## src/rtl/countdown_timer.sv

```systemverilog
// Parametrised down-counter timer with one-shot or periodic auto-reload, pause,
// abort and restart. Expiry produces a registered single-cycle done pulse.
module countdown_timer #(
    parameter int WIDTH = 8
) (
    input  logic             i_w_clk,
    input  logic             i_w_reset_n,
    input  logic             i_w_start,
    input  logic [WIDTH-1:0] i_w_value,
    input  logic             i_w_periodic,
    input  logic             i_w_pause,
    input  logic             i_w_abort,
    output logic             o_w_busy,
    output logic             o_w_done,
    output logic [WIDTH-1:0] o_w_count
);

    typedef enum logic {
        IDLE = 1'b0,
        RUN  = 1'b1
    } state_t;

    localparam logic [WIDTH-1:0] ONE = WIDTH'(1);

    state_t           state_q, state_d;
    logic [WIDTH-1:0] count_q, count_d;
    logic [WIDTH-1:0] reload_q, reload_d;
    logic             periodic_q, periodic_d;
    logic             done_q, done_d;

    always_comb begin
        // NOTE: every next-state signal is defaulted first so no path infers a latch.
        state_d    = state_q;
        count_d    = count_q;
        reload_d   = reload_q;
        periodic_d = periodic_q;
        done_d     = 1'b0;

        if (i_w_abort) begin
            state_d = IDLE;
            count_d = '0;
        end else if (i_w_start) begin
            reload_d   = i_w_value;
            periodic_d = i_w_periodic;
            if (i_w_value != '0) begin
                count_d = i_w_value;
                state_d = RUN;
            end else begin
                // A zero load expires immediately and never re-arms, even in periodic mode.
                count_d = '0;
                done_d  = 1'b1;
                state_d = IDLE;
            end
        end else if (state_q == RUN && !i_w_pause) begin
            if (count_q > ONE) begin
                count_d = count_q - ONE;
            end else if (count_q == ONE) begin
                done_d = 1'b1;
                if (periodic_q) begin
                    count_d = reload_q;
                end else begin
                    count_d = '0;
                    state_d = IDLE;
                end
            end else begin
                state_d = IDLE;
            end
        end
    end

    always_ff @(posedge i_w_clk) begin
        // NOTE: state registers use non-blocking assignments so every flop samples pre-edge values.
        if (!i_w_reset_n) begin
            state_q    <= IDLE;
            count_q    <= '0;
            reload_q   <= '0;
            periodic_q <= 1'b0;
            done_q     <= 1'b0;
        end else begin
            state_q    <= state_d;
            count_q    <= count_d;
            reload_q   <= reload_d;
            periodic_q <= periodic_d;
            done_q     <= done_d;
        end
    end

    assign o_w_busy  = (state_q == RUN);
    assign o_w_done  = done_q;
    assign o_w_count = count_q;

endmodule

```

## config.mk

```make
export PLATFORM = sky130hd
export DESIGN_NAME = countdown_timer
export DESIGN_NICKNAME = d
export VERILOG_FILES = /design/src/rtl/countdown_timer.sv
export SDC_FILE = /design/constraint.sdc
export NUM_CORES = 1
export LEC_CHECK = 0
export CAP_MARGIN = 30
export CORE_ASPECT_RATIO = 2
export CORE_UTILIZATION = 40
export CTS_BUF_LIST = sky130_fd_sc_hd__clkbuf_4
export DETAILED_ROUTE_END_ITERATION = 8
export HOLD_SLACK_MARGIN = 0.02
export PLACE_DENSITY_LB_ADDON = 0.05
export SYNTH_ARGS = -nofsm -noshare
export SYNTH_HDL_FRONTEND = slang
export SYNTH_SLANG_ARGS = --single-unit
```

## constraint.sdc

```tcl
create_clock -name i_w_clk -period 2.35 [get_ports i_w_clk]
set_input_delay 0.47 -clock i_w_clk [delete_from_list [all_inputs] [get_ports i_w_clk]]
set_output_delay 0.47 -clock i_w_clk [all_outputs]
set_load 0.005 [all_outputs]
```

==> results of run 1 <==
power breakdown:
| part | total, mW | internal (mW) | switching (mW) |
|---|---|---|---|
| sequential | 0.355 | 0.337 | 0.0181 |
| combinational | 0.171 | 0.0870 | 0.0838 |
| clock | 0.178 | 0.0777 | 0.101 |
| total | 0.704 | 0.501 | 0.203 |
metrics by stage:
step	setup WS (ns)	hold WS, ns	instance area [um^2]	power [mW]
floorplan	0.5153	0.4413	1149	0.4618
global placement	0.3405	0.4564	1406	0.5293
detailed placement	0.3123	0.4587	1406	0.5328
CTS	0.2836	0.4760	1436	0.7130
global route	0.06305	0.5010	1436	0.7461
finish	0.2892	0.4727	1436	0.7039
final timing paths:
| path | endpoint | slack, ns | depth (start not counted) |
|---|---|---|---|
| max | o_w_count[2] | 0.29 | 6 |
| min reg2reg | reload_q[2] | 0.47 | 2 |
| min | reload_q[2] | 0.47 | 2 |
| max reg2reg | o_w_count[2] | 0.29 | 6 |
final cells by class:
type | count | area [um^2]
inverters | 4 | 15.01
flip-flops and latches | 19 | 380.4
repair buffers | 28 | 267.8
well taps | 29 | 36.28
multi-input cells | 108 | 706.9
fillers | 276 | 1300
clock buffers | 4 | 30.03
logic make-up after synthesis:
logic type / after synthesis
AO/OA/AOI/OAI: 42
multiplexers: 3
adder cells (fa/ha/maj): 2
flip-flops: 19
XOR/XNOR: 1
AND/OR/NAND/NOR: 60
buffers and inverters: 11
synth_stat cells, drive strengths merged (4+ instances only):
master,n
buf,5
inv,4
nor3,7
a21oi,9
a21boi,9
nand2,23
nor2,5
nand2b,4
or4,4
dfxtp,19
a311oi,5
per-layer routing:
metal / GRT usage, % / vias to the layer above
li1: - / 573
met1: 26.93 / 505
met2: 36.29 / 40
met3: 2.571 / 11
met4: 11.72 / 0
met5: 0 / -
registers in the layout, indices dropped and copies added, names as in the netlist:
name / cells
o_w_done: 1
periodic_q: 1
o_w_count: 8
o_w_busy: 1
reload_q: 8
worst reg2reg max path, delay by kind of cell, from the launching register on:
| kind | cells | cell delay [ns] |
|---|---|---|
| adder cells (fa/ha/maj) | 1 | 0.25 |
| flip-flops | 1 | 0.48 |
| AND/OR/NAND/NOR | 3 | 0.71 |
| AO/OA/AOI/OAI | 1 | 0.43 |
| buffers and inverters | 1 | 0.07 |
==> run_results.csv, run 1 <==
group,metric,value,unit
global_route,grt_max_degree,17,
clock_tree,clk_path_buf_depth,2,
worst_setup_path,critPathLaunch,"o_w_count[0]",
clock_tree,clockRootBuffer,"clkbuf_4",
detailed_routing,drtIter0Drc,38,
power,peakVddDrop,0.0003483,V
detailed_routing,routed_via_density,5.880,
yosys,syn_nets,154,
power,power_leakage,0.5040,nW
floorplanning,core-area,2736,um^2
place,portBuffers,23,
floorplanning,die_h,77.78,um
detailed_routing,vias,1129,
detailed_routing,routed_wl,3.050,mm
yosys,synth_compound_area_share,26.91,%
sta,tightest_slew,0.5645,ns
worst_setup_path,cp-end-kind,"flip-flop",
clock_tree,numClockSinks,19,
floorplanning,fp.dieW,39.89,um
power,powerDensity,490.1,nW/um^2
job,cap_violations,0,
global_route,overflow,0,
global_route,grt_pass1_wl,5.002,mm
finish,instances_no_fill,192,
yosys,synthXorXnorAreaFrac,0.7625,%
yosys,synth_edf_count,0,
detailed_routing,m1WireLength,1.210,mm
worst_hold_path,hp-start,"reload_q[2]",
clock_tree,postCtsSetupBuffers,0,
sta,setup_viol,0,
detailed_routing,ant_nets,0,
worst_setup_path,critPathSlowestCell,"dfxtp_1",
yosys,synth-warning-count,0,
place,dp_cells,188,
clock_tree,cts.clk_slew.worst_paths,0.10,ns
sta,fmax,485.2,MHz
sta,period_needed,2.061,ns
yosys,synth_area_leaders,"dfxtp_1, nand2_1, a21boi_0, a21oi_1, a311oi_1",
worst_hold_path,hold_path.class,"flip-flop to flip-flop",
clock_tree,cts_resized,0,
yosys,syn_area,1149,um^2
yosys,synth.avg_cell_area,8.323,um^2
global_route,grt_usage,22.46,%
sta,skew,0.001963,ns
yosys,netlist.top_cell.by_area,"dfxtp_1",
finish,area.growth.synth_to_final,25.05,%
yosys,synthMuxAreaShare,2.614,%
worst_setup_path,crit_fanout,7,
detailed_routing,wl_met3,93,um
yosys,synthArstFlopShare,0,%
detailed_routing,route.detailed.drc,0,
yosys,synth_top_family_by_area,"simple AND/OR/NAND/NOR gates",
floorplanning,rows,27,
global_route,grt_pass1_vias,1073,
detailed_routing,routedWlPerCell,15.89,um
finish,final_cell_mix,"nand2_1, clkdlybuf4s50_1, dfxtp_1, a21oi_1, a21boi_0",
yosys,ys_ff_latch,19,
worst_setup_path,path_class,"flip-flop to flip-flop",
sta,rsz0062_at_grt,"no",
yosys,synth-simple-area-share,29.08,%
finish,finalNetCount,180,
yosys,ys.flop_type,"dfxtp_1",
place,gp_congestion,0.7863,
yosys,synth_cell_type_count,44,
yosys,synth_cells,138,
clock_tree,numCtsBuffers,3,
worst_setup_path,path_cells,"inv_1, ha_1, or2_2, and4_1, a2111oi_0, nor3_1",
floorplanning,die_area,3103,um^2
sta,slew-limit-headroom,62.08,%
worst_setup_path,cp_num_buf_inv,1,
detailed_routing,routed.top_layer,"met4",
yosys,seq_area_frac_synth,33.12,%
clock_tree,cts_hold_buf,0,
finish,drive_above_1_share,9.202,%
finish,fin_util,52.49,%
worst_setup_path,cp_slowest_stage_delay,0.48,ns
floorplanning,start_util,41.98,%
worst_setup_path,crit_path_start_kind,"flip-flop",
yosys,synth-adder-area-share,2.179,%
run_status,status,"finished clean",
sta,setup-tns-final,0,ns
worst_setup_path,cp.arrival,2.24,ns
worst_setup_path,critical-path-top-delay-family,"simple AND/OR/NAND/NOR gates",
floorplanning,io_pins,24,
detailed_routing,route.met2.wl,1.640,mm
clock_tree,clk-insertion-delay-late,0.30,ns
sta,fin_crit_sh,87.70,%
yosys,synth.top_cell.area_share,33.12,%
clock_tree,cts_tree,"built",
worst_setup_path,cp.required,2.53,ns
sta,hold_viol_final,0,
sta,drv_slew,0,
place,dp_hpwl,2.409,mm
detailed_routing,firstDrtPassIters,4,
clock_tree,cts.htree.levels,1,
worst_setup_path,r2r_start,"o_w_count[0]",
global_route,antenna_found_initial,0,
finish,num_antenna_cells,0,
Note: power is estimated with default switching activity, not from simulation.
==> run 2: changes to the inputs <==
--- a/config.mk
+++ b/config.mk
@@ -12,6 +12,7 @@
 export DETAILED_ROUTE_END_ITERATION = 8
 export HOLD_SLACK_MARGIN = 0.02
 export PLACE_DENSITY_LB_ADDON = 0.05
+export RECOVER_POWER = 50
 export SYNTH_ARGS = -nofsm -noshare
 export SYNTH_HDL_FRONTEND = slang
 export SYNTH_SLANG_ARGS = --single-unit
==> run_results.csv, run 2 (synthesized netlist as in run 1, its figures left out) <==
group,metric,value,unit
sta,period_needed,2.059,ns
power,peakVddDrop,0.0003485,V
worst_setup_path,cp_slowest_stage_delay,0.48,ns
detailed_routing,routed_via_density,5.859,
clock_tree,numCtsBuffers,3,
floorplanning,die_area,3103,um^2
clock_tree,clk_path_buf_depth,2,
worst_setup_path,path_cells,"inv_1, ha_1, or2_2, and4_1, a2111oi_0, nor3_1",
detailed_routing,firstDrtPassIters,4,
worst_setup_path,r2r_setup_slack,0.29,ns
floorplanning,start_util,41.98,%
worst_hold_path,whs_path_depth,2,
sta,worst_slack,0.2906,ns
global_route,grt_usage,22.46,%
worst_setup_path,cp.arrival,2.24,ns
global_route,grt_max_degree,17,
place,gp_congestion,0.7863,
worst_setup_path,critPathLaunch,"o_w_count[0]",
global_route,busiest_layer,"met2",
sta,tightest_slew,0.5613,ns
power,switching_share,28.85,%
detailed_routing,ant_nets,0,
detailed_routing,route.detailed.drc,0,
global_route,grtUsageMet3,2.571,%
place,dpl-instance-area,1406,um^2
worst_setup_path,reg2reg_to,"o_w_count[2]",
floorplanning,die_h,77.78,um
floorplanning,fp.dieW,39.89,um
power,power_leakage,0.5159,nW
run_status,status,"finished clean",
sta,fin_crit_sh,87.63,%
finish,final_cell_mix,"nand2_1, dfxtp_1, clkdlybuf4s50_1, a21oi_1, a21boi_0",
worst_setup_path,crit_end,"o_w_count[2]",
finish,fin_area,1436,um^2
worst_setup_path,r2r_start,"o_w_count[0]",
clock_tree,postCtsSetupBuffers,0,
detailed_routing,routedWlPerCell,15.81,um
worst_setup_path,crit_fanout,7,
finish,multi_input_area,706.9,um^2
worst_setup_path,critPathSlowestCell,"dfxtp_1",
sta,rsz0062_at_grt,"no",
power,clkPwrFrac,25.4,%
place,dp_hpwl,2.409,mm
worst_hold_path,hold_path.class,"flip-flop to flip-flop",
sta,setup-tns-final,0,ns
finish,finalNetCount,180,
job,cap_violations,0,
sta,drv_slew,0,
global_route,overflow,0,
worst_setup_path,cp-end-kind,"flip-flop",
place,portBuffers,23,
detailed_routing,vias,1125,
sta,slew-limit-headroom,62.30,%
finish,final_common_cell,"nand2_1",
floorplanning,core-area,2736,um^2
power,comb_power_share,24.1,%
power,seqPwrFrac,50.5,%
clock_tree,cts.clk_slew.worst_paths,0.10,ns
finish,drive_above_1_share,9.202,%
global_route,antenna_found_initial,0,
power,powerDensity,489.0,nW/um^2
finish,instances_no_fill,192,
clock_tree,cts.htree.levels,1,
detailed_routing,routed_wl,3.036,mm
clock_tree,clk-insertion-delay-late,0.30,ns
global_route,use_met1,26.93,%
clock_tree,clockRootBuffer,"clkbuf_4",
worst_setup_path,r2r_cells,6,
sta,skew,0.002210,ns
global_route,grt_pass1_vias,1073,
clock_tree,cts_resized,0,
finish,num-fill-cells,276,
floorplanning,io_pins,24,
finish,num_antenna_cells,0,
finish,seqCellArea,380.4,um^2
worst_setup_path,cp.required,2.53,ns
clock_tree,cts_hold_buf,0,
global_route,grt_pass1_wl,5.002,mm
clock_tree,cts_tree,"built",
clock_tree,numClockSinks,19,
sta,hold_viol_final,0,
place,dp_cells,188,
sta,fmax,485.6,MHz
detailed_routing,drtIter0Drc,38,
floorplanning,rows,27,
global_route,grt_use_met2,36.29,%
power,power.switching,0.2026,mW
sta,setup_viol,0,
worst_setup_path,path_class,"flip-flop to flip-flop",
worst_setup_path,crit_path_start_kind,"flip-flop",
place,place_ws,0.3123,ns
finish,area.growth.synth_to_final,25.05,%
power,power_report.internal_total,0.4998,mW
## run 2: cell count changes in the layout (fill, tap and decap cells not counted)
cell | previous run | this run
clkdlybuf4s50_1 | 23 | 18
dlygate4sd3_1 | 0 | 5
## run 2: how the worst min path moves through the flow
stage               slack, ns        start           to
global route             0.50  reload_q[2]  reload_q[2]
floorplan                0.44  reload_q[2]  reload_q[2]
global placement         0.46  reload_q[0]  reload_q[0]
CTS                      0.48  reload_q[2]  reload_q[2]
detailed placement       0.46  reload_q[2]  reload_q[2]
finish                   0.47  reload_q[2]  reload_q[2]
## run 2: power groups by stage
stage / sequential [mW] / clock (mW) / combinational, mW
after global routing: 0.357 / 0.199 / 0.188
after global placement: 0.361 / 0 / 0.168
after CTS: 0.355 / 0.187 / 0.172
after floorplan: 0.356 / 0 / 0.105
after detailed placement: 0.362 / 0 / 0.171
final: 0.355 / 0.179 / 0.169
## run 2: final cells by class
class / instances / area share, %
tap: 29 / 2.526
clock buffer: 4 / 2.091
inverter: 4 / 1.045
multi-input combinational: 108 / 49.22
timing repair buffer: 28 / 18.64
sequential: 19 / 26.48
## run 2: metal layers
metal / part of all wire, % / vias to the layer above
met3: 2.6 / 11
met4: 3.5 / 0
met2: 54 / 36
met5: 0 / -
met1: 40 / 504
li1: - / 574
## run 2: stage by stage
stage	util, %	total power [mW]	hold slack [ns]
4_1_cts	52.49	0.7130	0.4760
5_1_grt	52.49	0.7446	0.5010
3_3_place_gp	51.39	0.5293	0.4564
6_report	52.49	0.7025	0.4726
2_1_floorplan	-	0.4618	0.4413
3_5_place_dp	51.39	0.5328	0.4587
## run 2: worst max-delay path: cells and delay by family (launching register included)
family          cells  cell delay, ns
flops               1            0.48
compound gates      1            0.43
simple gates        3            0.71
buf+inv             1            0.07
fa+ha+maj           1            0.25
==> run 3: changes to the inputs <==
--- a/config.mk
+++ b/config.mk
@@ -10,6 +10,7 @@
 export CORE_UTILIZATION = 40
 export CTS_BUF_LIST = sky130_fd_sc_hd__clkbuf_4
 export DETAILED_ROUTE_END_ITERATION = 8
+export GPL_ROUTABILITY_DRIVEN = 0
 export HOLD_SLACK_MARGIN = 0.02
 export PLACE_DENSITY_LB_ADDON = 0.05
 export RECOVER_POWER = 50
==> results of run 3 <==
No change in the layout: final DEF, timing and power equal those of run 2.
